--- config.mk ---
export PLATFORM = sky130hd
export DESIGN_NAME = tipi_msg_sequencer
export DESIGN_NICKNAME = d
export VERILOG_FILES = /design/src/rtl/tipi_msg_sequencer.sv
export SDC_FILE = /design/constraint.sdc
export NUM_CORES = 1
export LEC_CHECK = 0
export CORE_MARGIN = 1
export CORE_UTILIZATION = 30
export DETAILED_ROUTE_END_ITERATION = 10
export HOLD_SLACK_MARGIN = 0.15
export PLACE_DENSITY_LB_ADDON = 0.08
export SYNTH_ARGS = -nofsm -noshare
export SYNTH_HDL_FRONTEND = slang
export SYNTH_SLANG_ARGS = --single-unit
--- constraint.sdc ---
create_clock -name r_clk -period 5.9 [get_ports r_clk]
set_input_delay 1.18 -clock r_clk [delete_from_list [all_inputs] [get_ports r_clk]]
set_output_delay 1.18 -clock r_clk [all_outputs]
set_load 0.02 [all_outputs]
--- src/rtl/tipi_msg_sequencer.sv ---
// tipi_msg_sequencer: r_clk-domain controller for the TIPI message channel.
// It runs the TC/RC handshake for the Raspberry Pi, turns TD into a
// valid/ready byte stream, and turns a valid/ready stream into RD.
// It follows the 2-byte length + payload framing of transmitted messages
// so that the final byte of each message can be flagged on tx_last.
// Optional feature macro: TIPI_EXTINT_EN (drives ti_extint_n when the Pi has
// data waiting while the channel is idle). Without it, ti_extint_n is tied to 1.
// Byte vectors use TI bit order [0:7]; bit 0 is the MSB, bit 7 is the LSB.
module tipi_msg_sequencer #(
    parameter logic [0:7] SYNC_CODE = 8'hF1,
    parameter logic [0:7] TX_CODE   = 8'h02,
    parameter logic [0:7] RX_CODE   = 8'h06
) (
    input  logic       r_clk,
    input  logic       r_rst,
    input  logic [0:7] tc,
    input  logic [0:7] td,
    output logic [0:7] rc,
    output logic [0:7] rd,
    output logic [0:7] tx_data,
    output logic       tx_valid,
    input  logic       tx_ready,
    output logic       tx_last,
    input  logic [0:7] rx_data,
    input  logic       rx_valid,
    output logic       rx_ready,
    output logic       busy,
    output logic       proto_err,
    output logic       ti_extint_n
);

    typedef enum logic [1:0] {
        IDLE    = 2'd0,
        TX_WAIT = 2'd1,
        RX_WAIT = 2'd2,
        ACK     = 2'd3
    } state_t;

    // Framing phases: expecting length MSB, length LSB, or payload.
    localparam logic [1:0] PH_MSB = 2'd0;
    localparam logic [1:0] PH_LSB = 2'd1;
    localparam logic [1:0] PH_PAY = 2'd2;

    state_t      state_reg, state_next;
    logic [0:7]  s1_reg, s2_reg;
    logic [0:7]  last_tc_reg, last_tc_next;
    logic        rec_reg, rec_next;           // a new code was recognised last cycle
    logic [0:7]  rc_reg, rc_next;
    logic [0:7]  rd_reg, rd_next;
    logic [0:7]  tx_data_reg, tx_data_next;
    logic        tx_valid_reg, tx_valid_next;
    logic        rx_ready_reg, rx_ready_next;
    logic        proto_err_reg, proto_err_next;
    logic [1:0]  phase_reg, phase_next;
    logic [15:0] remaining_reg, remaining_next;
    logic [0:7]  len_msb_reg, len_msb_next;

    logic        new_code;
    logic [15:0] len_word;
    logic        is_sync, is_tx, is_rx;

    // Recognition is only armed in IDLE with no decode pending, so codes
    // arriving mid-transfer simply wait in the synchronizer.
    assign new_code = (state_reg == IDLE) && !rec_reg &&
                      (s2_reg == s1_reg) && (s2_reg != last_tc_reg);

    // Bit 7 of the TX/RX codes toggles per byte, so only bits [0:6] are compared.
    assign is_sync = (last_tc_reg == SYNC_CODE);
    assign is_tx   = (last_tc_reg[0:6] == TX_CODE[0:6]);
    assign is_rx   = (last_tc_reg[0:6] == RX_CODE[0:6]);

    assign len_word = {len_msb_reg, tx_data_reg};

    // Two-flop synchronizer for the asynchronous TC latch.
    always_ff @(posedge r_clk) begin
        if (r_rst) begin
            s1_reg <= 8'h00;
            s2_reg <= 8'h00;
        end else begin
            s1_reg <= tc;
            s2_reg <= s1_reg;
        end
    end

    // State, datapath and framing registers.
    always_ff @(posedge r_clk) begin
        if (r_rst) begin
            state_reg     <= IDLE;
            last_tc_reg   <= 8'h00;
            rec_reg       <= 1'b0;
            rc_reg        <= 8'h00;
            rd_reg        <= 8'h00;
            tx_data_reg   <= 8'h00;
            tx_valid_reg  <= 1'b0;
            rx_ready_reg  <= 1'b0;
            proto_err_reg <= 1'b0;
            phase_reg     <= PH_MSB;
            remaining_reg <= 16'd0;
            len_msb_reg   <= 8'h00;
        end else begin
            state_reg     <= state_next;
            last_tc_reg   <= last_tc_next;
            rec_reg       <= rec_next;
            rc_reg        <= rc_next;
            rd_reg        <= rd_next;
            tx_data_reg   <= tx_data_next;
            tx_valid_reg  <= tx_valid_next;
            rx_ready_reg  <= rx_ready_next;
            proto_err_reg <= proto_err_next;
            phase_reg     <= phase_next;
            remaining_reg <= remaining_next;
            len_msb_reg   <= len_msb_next;
        end
    end

    // Next-state logic: code decode, stream handshakes, RC echo and framing.
    always_comb begin
        state_next     = state_reg;
        last_tc_next   = last_tc_reg;
        rec_next       = 1'b0;
        rc_next        = rc_reg;
        rd_next        = rd_reg;
        tx_data_next   = tx_data_reg;
        tx_valid_next  = tx_valid_reg;
        rx_ready_next  = rx_ready_reg;
        proto_err_next = 1'b0;
        phase_next     = phase_reg;
        remaining_next = remaining_reg;
        len_msb_next   = len_msb_reg;

        if (new_code) begin
            last_tc_next = s2_reg;
            rec_next     = 1'b1;
        end

        case (state_reg)
            IDLE: begin
                if (rec_reg) begin
                    if (is_sync) begin
                        phase_next     = PH_MSB;
                        remaining_next = 16'd0;
                        rc_next        = SYNC_CODE;
                    end else if (is_tx) begin
                        tx_data_next  = td;
                        tx_valid_next = 1'b1;
                        state_next    = TX_WAIT;
                    end else if (is_rx) begin
                        // Receiving mid-message abandons the partial message.
                        if (phase_reg != PH_MSB) begin
                            proto_err_next = 1'b1;
                            phase_next     = PH_MSB;
                        end
                        rx_ready_next = 1'b1;
                        state_next    = RX_WAIT;
                    end else begin
                        proto_err_next = 1'b1;
                    end
                end
            end
            TX_WAIT: begin
                if (tx_ready) begin
                    tx_valid_next = 1'b0;
                    state_next    = ACK;
                    case (phase_reg)
                        PH_MSB: begin
                            len_msb_next = tx_data_reg;
                            phase_next   = PH_LSB;
                        end
                        PH_LSB: begin
                            remaining_next = len_word;
                            phase_next     = (len_word == 16'd0) ? PH_MSB : PH_PAY;
                        end
                        PH_PAY: begin
                            if (remaining_reg != 16'd0) begin
                                remaining_next = remaining_reg - 16'd1;
                            end
                            if (remaining_reg <= 16'd1) begin
                                phase_next = PH_MSB;
                            end
                        end
                        default: phase_next = PH_MSB;
                    endcase
                end
            end
            RX_WAIT: begin
                if (rx_valid) begin
                    rd_next       = rx_data;
                    rx_ready_next = 1'b0;
                    state_next    = ACK;
                end
            end
            ACK: begin
                rc_next    = last_tc_reg;
                state_next = IDLE;
            end
            default: state_next = IDLE;
        endcase
    end

`ifdef TIPI_EXTINT_EN
    logic extint_n_reg, extint_n_next;

    // Interrupt request: set when the Pi has data for an idle channel,
    // released as soon as the TI issues its next code.
    always_comb begin
        extint_n_next = extint_n_reg;
        if (new_code) begin
            extint_n_next = 1'b1;
        end else if (rx_valid && (state_reg == IDLE) && (phase_reg == PH_MSB)) begin
            extint_n_next = 1'b0;
        end
    end

    // Interrupt request register.
    always_ff @(posedge r_clk) begin
        if (r_rst) begin
            extint_n_reg <= 1'b1;
        end else begin
            extint_n_reg <= extint_n_next;
        end
    end

    assign ti_extint_n = extint_n_reg;
`else
    assign ti_extint_n = 1'b1;
`endif

    assign rc        = rc_reg;
    assign rd        = rd_reg;
    assign tx_data   = tx_data_reg;
    assign tx_valid  = tx_valid_reg;
    assign rx_ready  = rx_ready_reg;
    assign proto_err = proto_err_reg;
    assign busy      = (state_reg != IDLE);
    assign tx_last   = tx_valid_reg &&
                       (((phase_reg == PH_LSB) && (len_word == 16'd0)) ||
                        ((phase_reg == PH_PAY) && (remaining_reg == 16'd1)));

endmodule

# Word-level counts from Yosys, hierarchy flattened
# Index checks and enable logic that the tools add are counted.
totals:
  inputBits: 28
  out_inout_bits: 30
  register_bits: 80
op_classes:
  n_reduce_logical: 27
  bitwise_logic: 3
  n_lt_le_gt_ge: 1
  n_addsub: 1
  muxes: 40
  n_eq_ne: 26
op_table:
  columns: ["operator", "count"]
  rows:
  - ["$mux W16", 4]
  - ["$pmux W16 S2", 2]
  - ["$mux W2", 14]
  - ["$ne A3 B3 Y1 const B", 6]
  - ["$eq A16 B1 Y1 const B", 1]
  - ["$le A16 B1 Y1 const B", 1]
  - ["$logic_not A16 Y1", 1]
  - ["$mux W8", 2]
  - ["$ne A2 B2 Y1 const B", 8]
  - ["$pmux W8 S2", 1]
  - ["$reduce_bool A16 Y1", 1]
  - ["$sub A16 B1 Y16 const B", 1]
  - ["$mux W1", 12]
  - ["$reduce_and A6 Y1", 2]
  - ["$reduce_and A5 Y1", 2]
  - ["$reduce_bool A2 Y1", 5]
  - ["$eq A8 B8 Y1", 1]
  - ["$eq A8 B8 Y1 const B", 1]
  - ["$ne A8 B8 Y1", 1]
  - ["$pmux W2 S4", 1]
  - ["$eq A7 B1 Y1 const B", 1]
  - ["$eq A7 B2 Y1 const B", 1]
  - ["$reduce_and A7 Y1", 1]
  - ["$eq A2 B2 Y1 const B", 3]
  - ["other kinds (14)", 25]

# Depth between registers and ports, before layout
depth:
  depth_word: 7
  mapped_depth: 9
  mapped_depth_nobuf: 7

# Worst setup path after synthesis
# Ideal clock, no wire load.
synth_path:
  path_kind: "register to output"
  from: "reg phase_reg[0]"
  to: "out tx_last"
  stages_incl_launch_ff: 8
  n_path_buf: 2
  arrival_ps: 1413
  path_slack_ps: 3307
  path_cell_list: "dfxtp_1 > inv_1 > ha_1 > clkbuf_1 > clkbuf_1 > nand2_1 > o22ai_1 > and2_1"
synth_via:
  elab_chain_len: 4
  word_cells_on_any_way: 6
synth_rtl:
  columns: ["item", "line_no", "rtl"]
  rows:
  - ["from (decl)", "54", "logic [1:0] phase_reg, phase_next;"]
  - ["from (signal assigned)", "110", "phase_reg <= phase_next;"]
  - ["$eq A2 B1 Y1 or $eq A2 B2 Y1 (tied branches)", "236, 237", null]
  - ["$logic_and A1 B1 Y1 (on tied branches)", "236, 237", null]
  - ["$logic_or A1 B1 Y1 (*)", "236", "(((phase_reg == PH_LSB) && (len_word == 16'd0)) ||"]
  - ["$logic_and A1 B1 Y1 (*)", "235", "assign tx_last = tx_valid_reg &&"]
  - ["to (decl)", "23", "output logic tx_last,"]
# Every way passes the cells marked *; elsewhere a longest branch is shown, timed or not.

# Final worst setup path
layout_path:
  from: "reg remaining_reg[4]"
  to: "out tx_last"
layout_via:
  elab_chain_len: 4
layout_rtl:
  columns: ["item", "line_no", "rtl"]
  rows:
  - ["from (decl)", "55", "logic [15:0] remaining_reg, remaining_next;"]
  - ["from (signal assigned)", "111", "remaining_reg <= remaining_next;"]
  - ["$eq A16 B1 Y1", "237", "((phase_reg == PH_PAY) && (remaining_reg == 16'd1)));"]
  - ["$logic_and A1 B1 Y1", "237", null]
  - ["$logic_or A1 B1 Y1", "236", null]
  - ["$logic_and A1 B1 Y1", "235", null]
# Every way passes these cells.

==> metrics.yaml <==
ir_drop_mv: 0.120
max-slew-margin-rel_pct: 17.6
clk_pin_slew_ns: 0.06
power_frac_clock_pct: 42.3
end_kind: "output port"
grt_usage_pct: 16.4
grt_pass1_vias: 3256
fin_ws_ns: 2.27
path_max_fanout: 8
htreeDepth: 3
cts_root_buf: "clkbuf_16"
p_sw_share_pct: 27.4
hold_slack_ns: 0.456
grt_pass1_wl_um: 16800
synth-seq-cells: 80
power.leakage_nw: 1.83
r2r_start: "state_reg[1]$_SDFFE_PP0P_"
core_mm2: 0.0126
reg2reg_depth: 7
start_kind: "register"
hpwl_um: 7170
hold_viol_final: 0
synth_edf_count: 0
drtAntennaViolNets: 0
drtPass1Iterations: 4
die_x_um: 115
holdPathEnd: "rd[3]$_SDFFE_PP0P_"
p_switching_w: 0.000411
grt_max_degree: 67
syn_area_mm2: 0.00386
syn_to_final_growth_pct: 26.4
ys_seq_area_share_pct: 41.5
largest_register_ffs: 16
p_per_area_mw_per_mm2: 307
synth.net_count: 494
drt-total-wl_um: 10100
place_congestion: 0.762
slew_violations: 0
die_h_um: 115
cts_setup_buffers: 0
crit_type: "register to output port"
drive_above_1_share_pct: 5.54
grt_overflow: 0
intPower_w: 0.00109
min_period_ns: 3.63
tightest_slew_ns: 1.22
hold_start: "rd[3]$_SDFFE_PP0P_"
p_seq_share_pct: 39.1
critPathMaxStageDelay_ns: 0.60
cts_tree: "built"
synth_cell_types: 59
critPathLaunch: "remaining_reg[4]$_SDFFE_PP0P_"
status: "finished, final reports clean"
power.total_w: 0.00150
rows: 41
setup_viol: 0
antenna_found_initial: 0
required_ns: 4.72
ys.flop_type: "dfxtp_1"
power_frac_comb_pct: 18.5
rsz0062_at_grt: "false"
vias: 3373
synth_warnings: 0
cts_resized: 0
final_area_mm2: 0.00488
worstSkewPairLatency_ns: 0.34
start_util_pct: 30.7
r2r_end: "remaining_reg[14]$_SDFFE_PP0P_"
skew_ns: 0.00781
clock-sinks: 80
fmax_ghz: 0.275
dieArea_mm2: 0.0133
reg2reg_setup_slack_ns: 2.95
drc: 0
hold_buffers: 0
pin_count: 58
cts_buffer_depth: 2
numCtsBuffers: 9
portBuffers: 56
min_path_cells: 2
netlist_instances: 456
slowest_stage: "clkdlybuf4s50_1"
place_area_mm2: 0.00455
finalCritPeriodShare_pct: 61.6
viasPerCell: 4.98
drtIter0Drc: 163
cap_violations: 0
finalSetupTns_ns: 0
postSynthAreaPerCell_um2: 8.47
antennaDiodeCount: 0
min_path_type: "register to register"
wl_per_cell_um: 15.0
final_nets: 538
cp_cell_sequence: "nor4_4, nand4_2, o22ai_1, and2_1, clkdlybuf4s50_1"
async_flop_share_pct: 0
dpl_worst_slack_ns: 2.21
cp.arrival_ns: 2.45
[per-stage QoR]
stage	util [%]	cells
after CTS	38.8	677
after detailed placement	36.2	661
after floorplan	-	456
after global routing	38.8	677
final	38.8	677
after global placement	36.2	661
[kinds of logic (layout without fill, tap and decap cells)]
family,Yosys count,after routing,share of synthesized area (%)
buffers and inverters,47,96,4.82
muxes,15,15,3.92
DFF,80,80,41.5
adders and majority gates,10,10,3.24
AOI/OAI and AO/OA,88,88,15.1
and+or+nand+nor,198,198,27.5
xor gates and xnor gates,17,17,3.85
other,1,1,0.0971
[final cells by class]
class,count,area (um^2)
inverter,22,82.6
tap,172,215
clock inverter,5,104
timing repair buffer,58,571
clock buffer,11,233
sequential,80,1600
multi-input combinational,329,2080
fill,1313,7690
[synth_stat cells, types with 3 or more instances]
library cell	instances	area, um^2
a21oi_1	29	145
a221oi_1	3	26.3
a31oi_1	3	18.8
a32oi_1	4	35.0
and2_1	3	18.8
and3_1	3	18.8
buf_1	3	11.3
clkbuf_1	18	67.6
dfxtp_1	80	1600
ha_1	10	125
inv_1	21	78.8
mux2i_1	14	140
nand2_1	53	199
nand3_1	28	140
nand4_1	9	56.3
nor2_1	27	101
nor2b_1	30	188
nor3_1	9	45.0
nor3b_1	7	52.6
nor4_1	10	62.6
o2111ai_1	3	26.3
o211ai_1	7	52.6
o21ai_0	19	95.1
o22ai_1	4	25.0
or3_1	4	25.0
xnor2_1	8	70.1
xor2_1	9	78.8
[power by group through the flow]
stage / Clock, W / Sequential (W) / Combinational, W
floorplan: 0 / 0.000604 / 0.000175
global placement: 0 / 0.000597 / 0.000278
detailed placement: 0 / 0.000598 / 0.000277
CTS: 0.000653 / 0.000586 / 0.000279
global route: 0.000673 / 0.000589 / 0.000306
finish: 0.000634 / 0.000586 / 0.000278
[cells in the final DEF, fill, tap and decap left out, types with 4 or more instances in the layout]
master,n
dfxtp_1,80
clkdlybuf4s50_1,55
nand2_1,53
nor2b_1,30
a21oi_1,29
nand3_1,28
nor2_1,27
inv_1,21
o21ai_0,19
mux2i_1,14
nor4_1,10
ha_1,10
nand4_1,9
nor3_1,9
xor2_1,9
clkbuf_16,9
xnor2_1,8
nor3b_1,7
o211ai_1,7
o22ai_1,4
or3_1,4
a32oi_1,4
[worst max path at each step]
stage / depth (start not counted) / to
6_report: 5 / tx_last
5_1_grt: 5 / tx_last
4_1_cts: 5 / tx_last
3_5_place_dp: 6 / remaining_reg[14]$_SDFFE_PP0P_
3_3_place_gp: 6 / remaining_reg[14]$_SDFFE_PP0P_
2_1_floorplan: 7 / tx_last
[worst max-delay path, delay by kind of cell, from the launching register on]
family          cells  cell delay (ns)
compound gates      1             0.27
buf+inv             1             0.60
flops               1             0.39
simple gates        3             0.85
[layer usage]
layer	vias up	track usage, %	part of all wire [%]
li1	1709	-	-
met1	1587	23.7	54
met2	68	23.7	41
met3	9	4.03	3.8
met4	0	5.45	1.2
met5	-	0	0
Note: power is estimated with default switching activity, not from simulation.
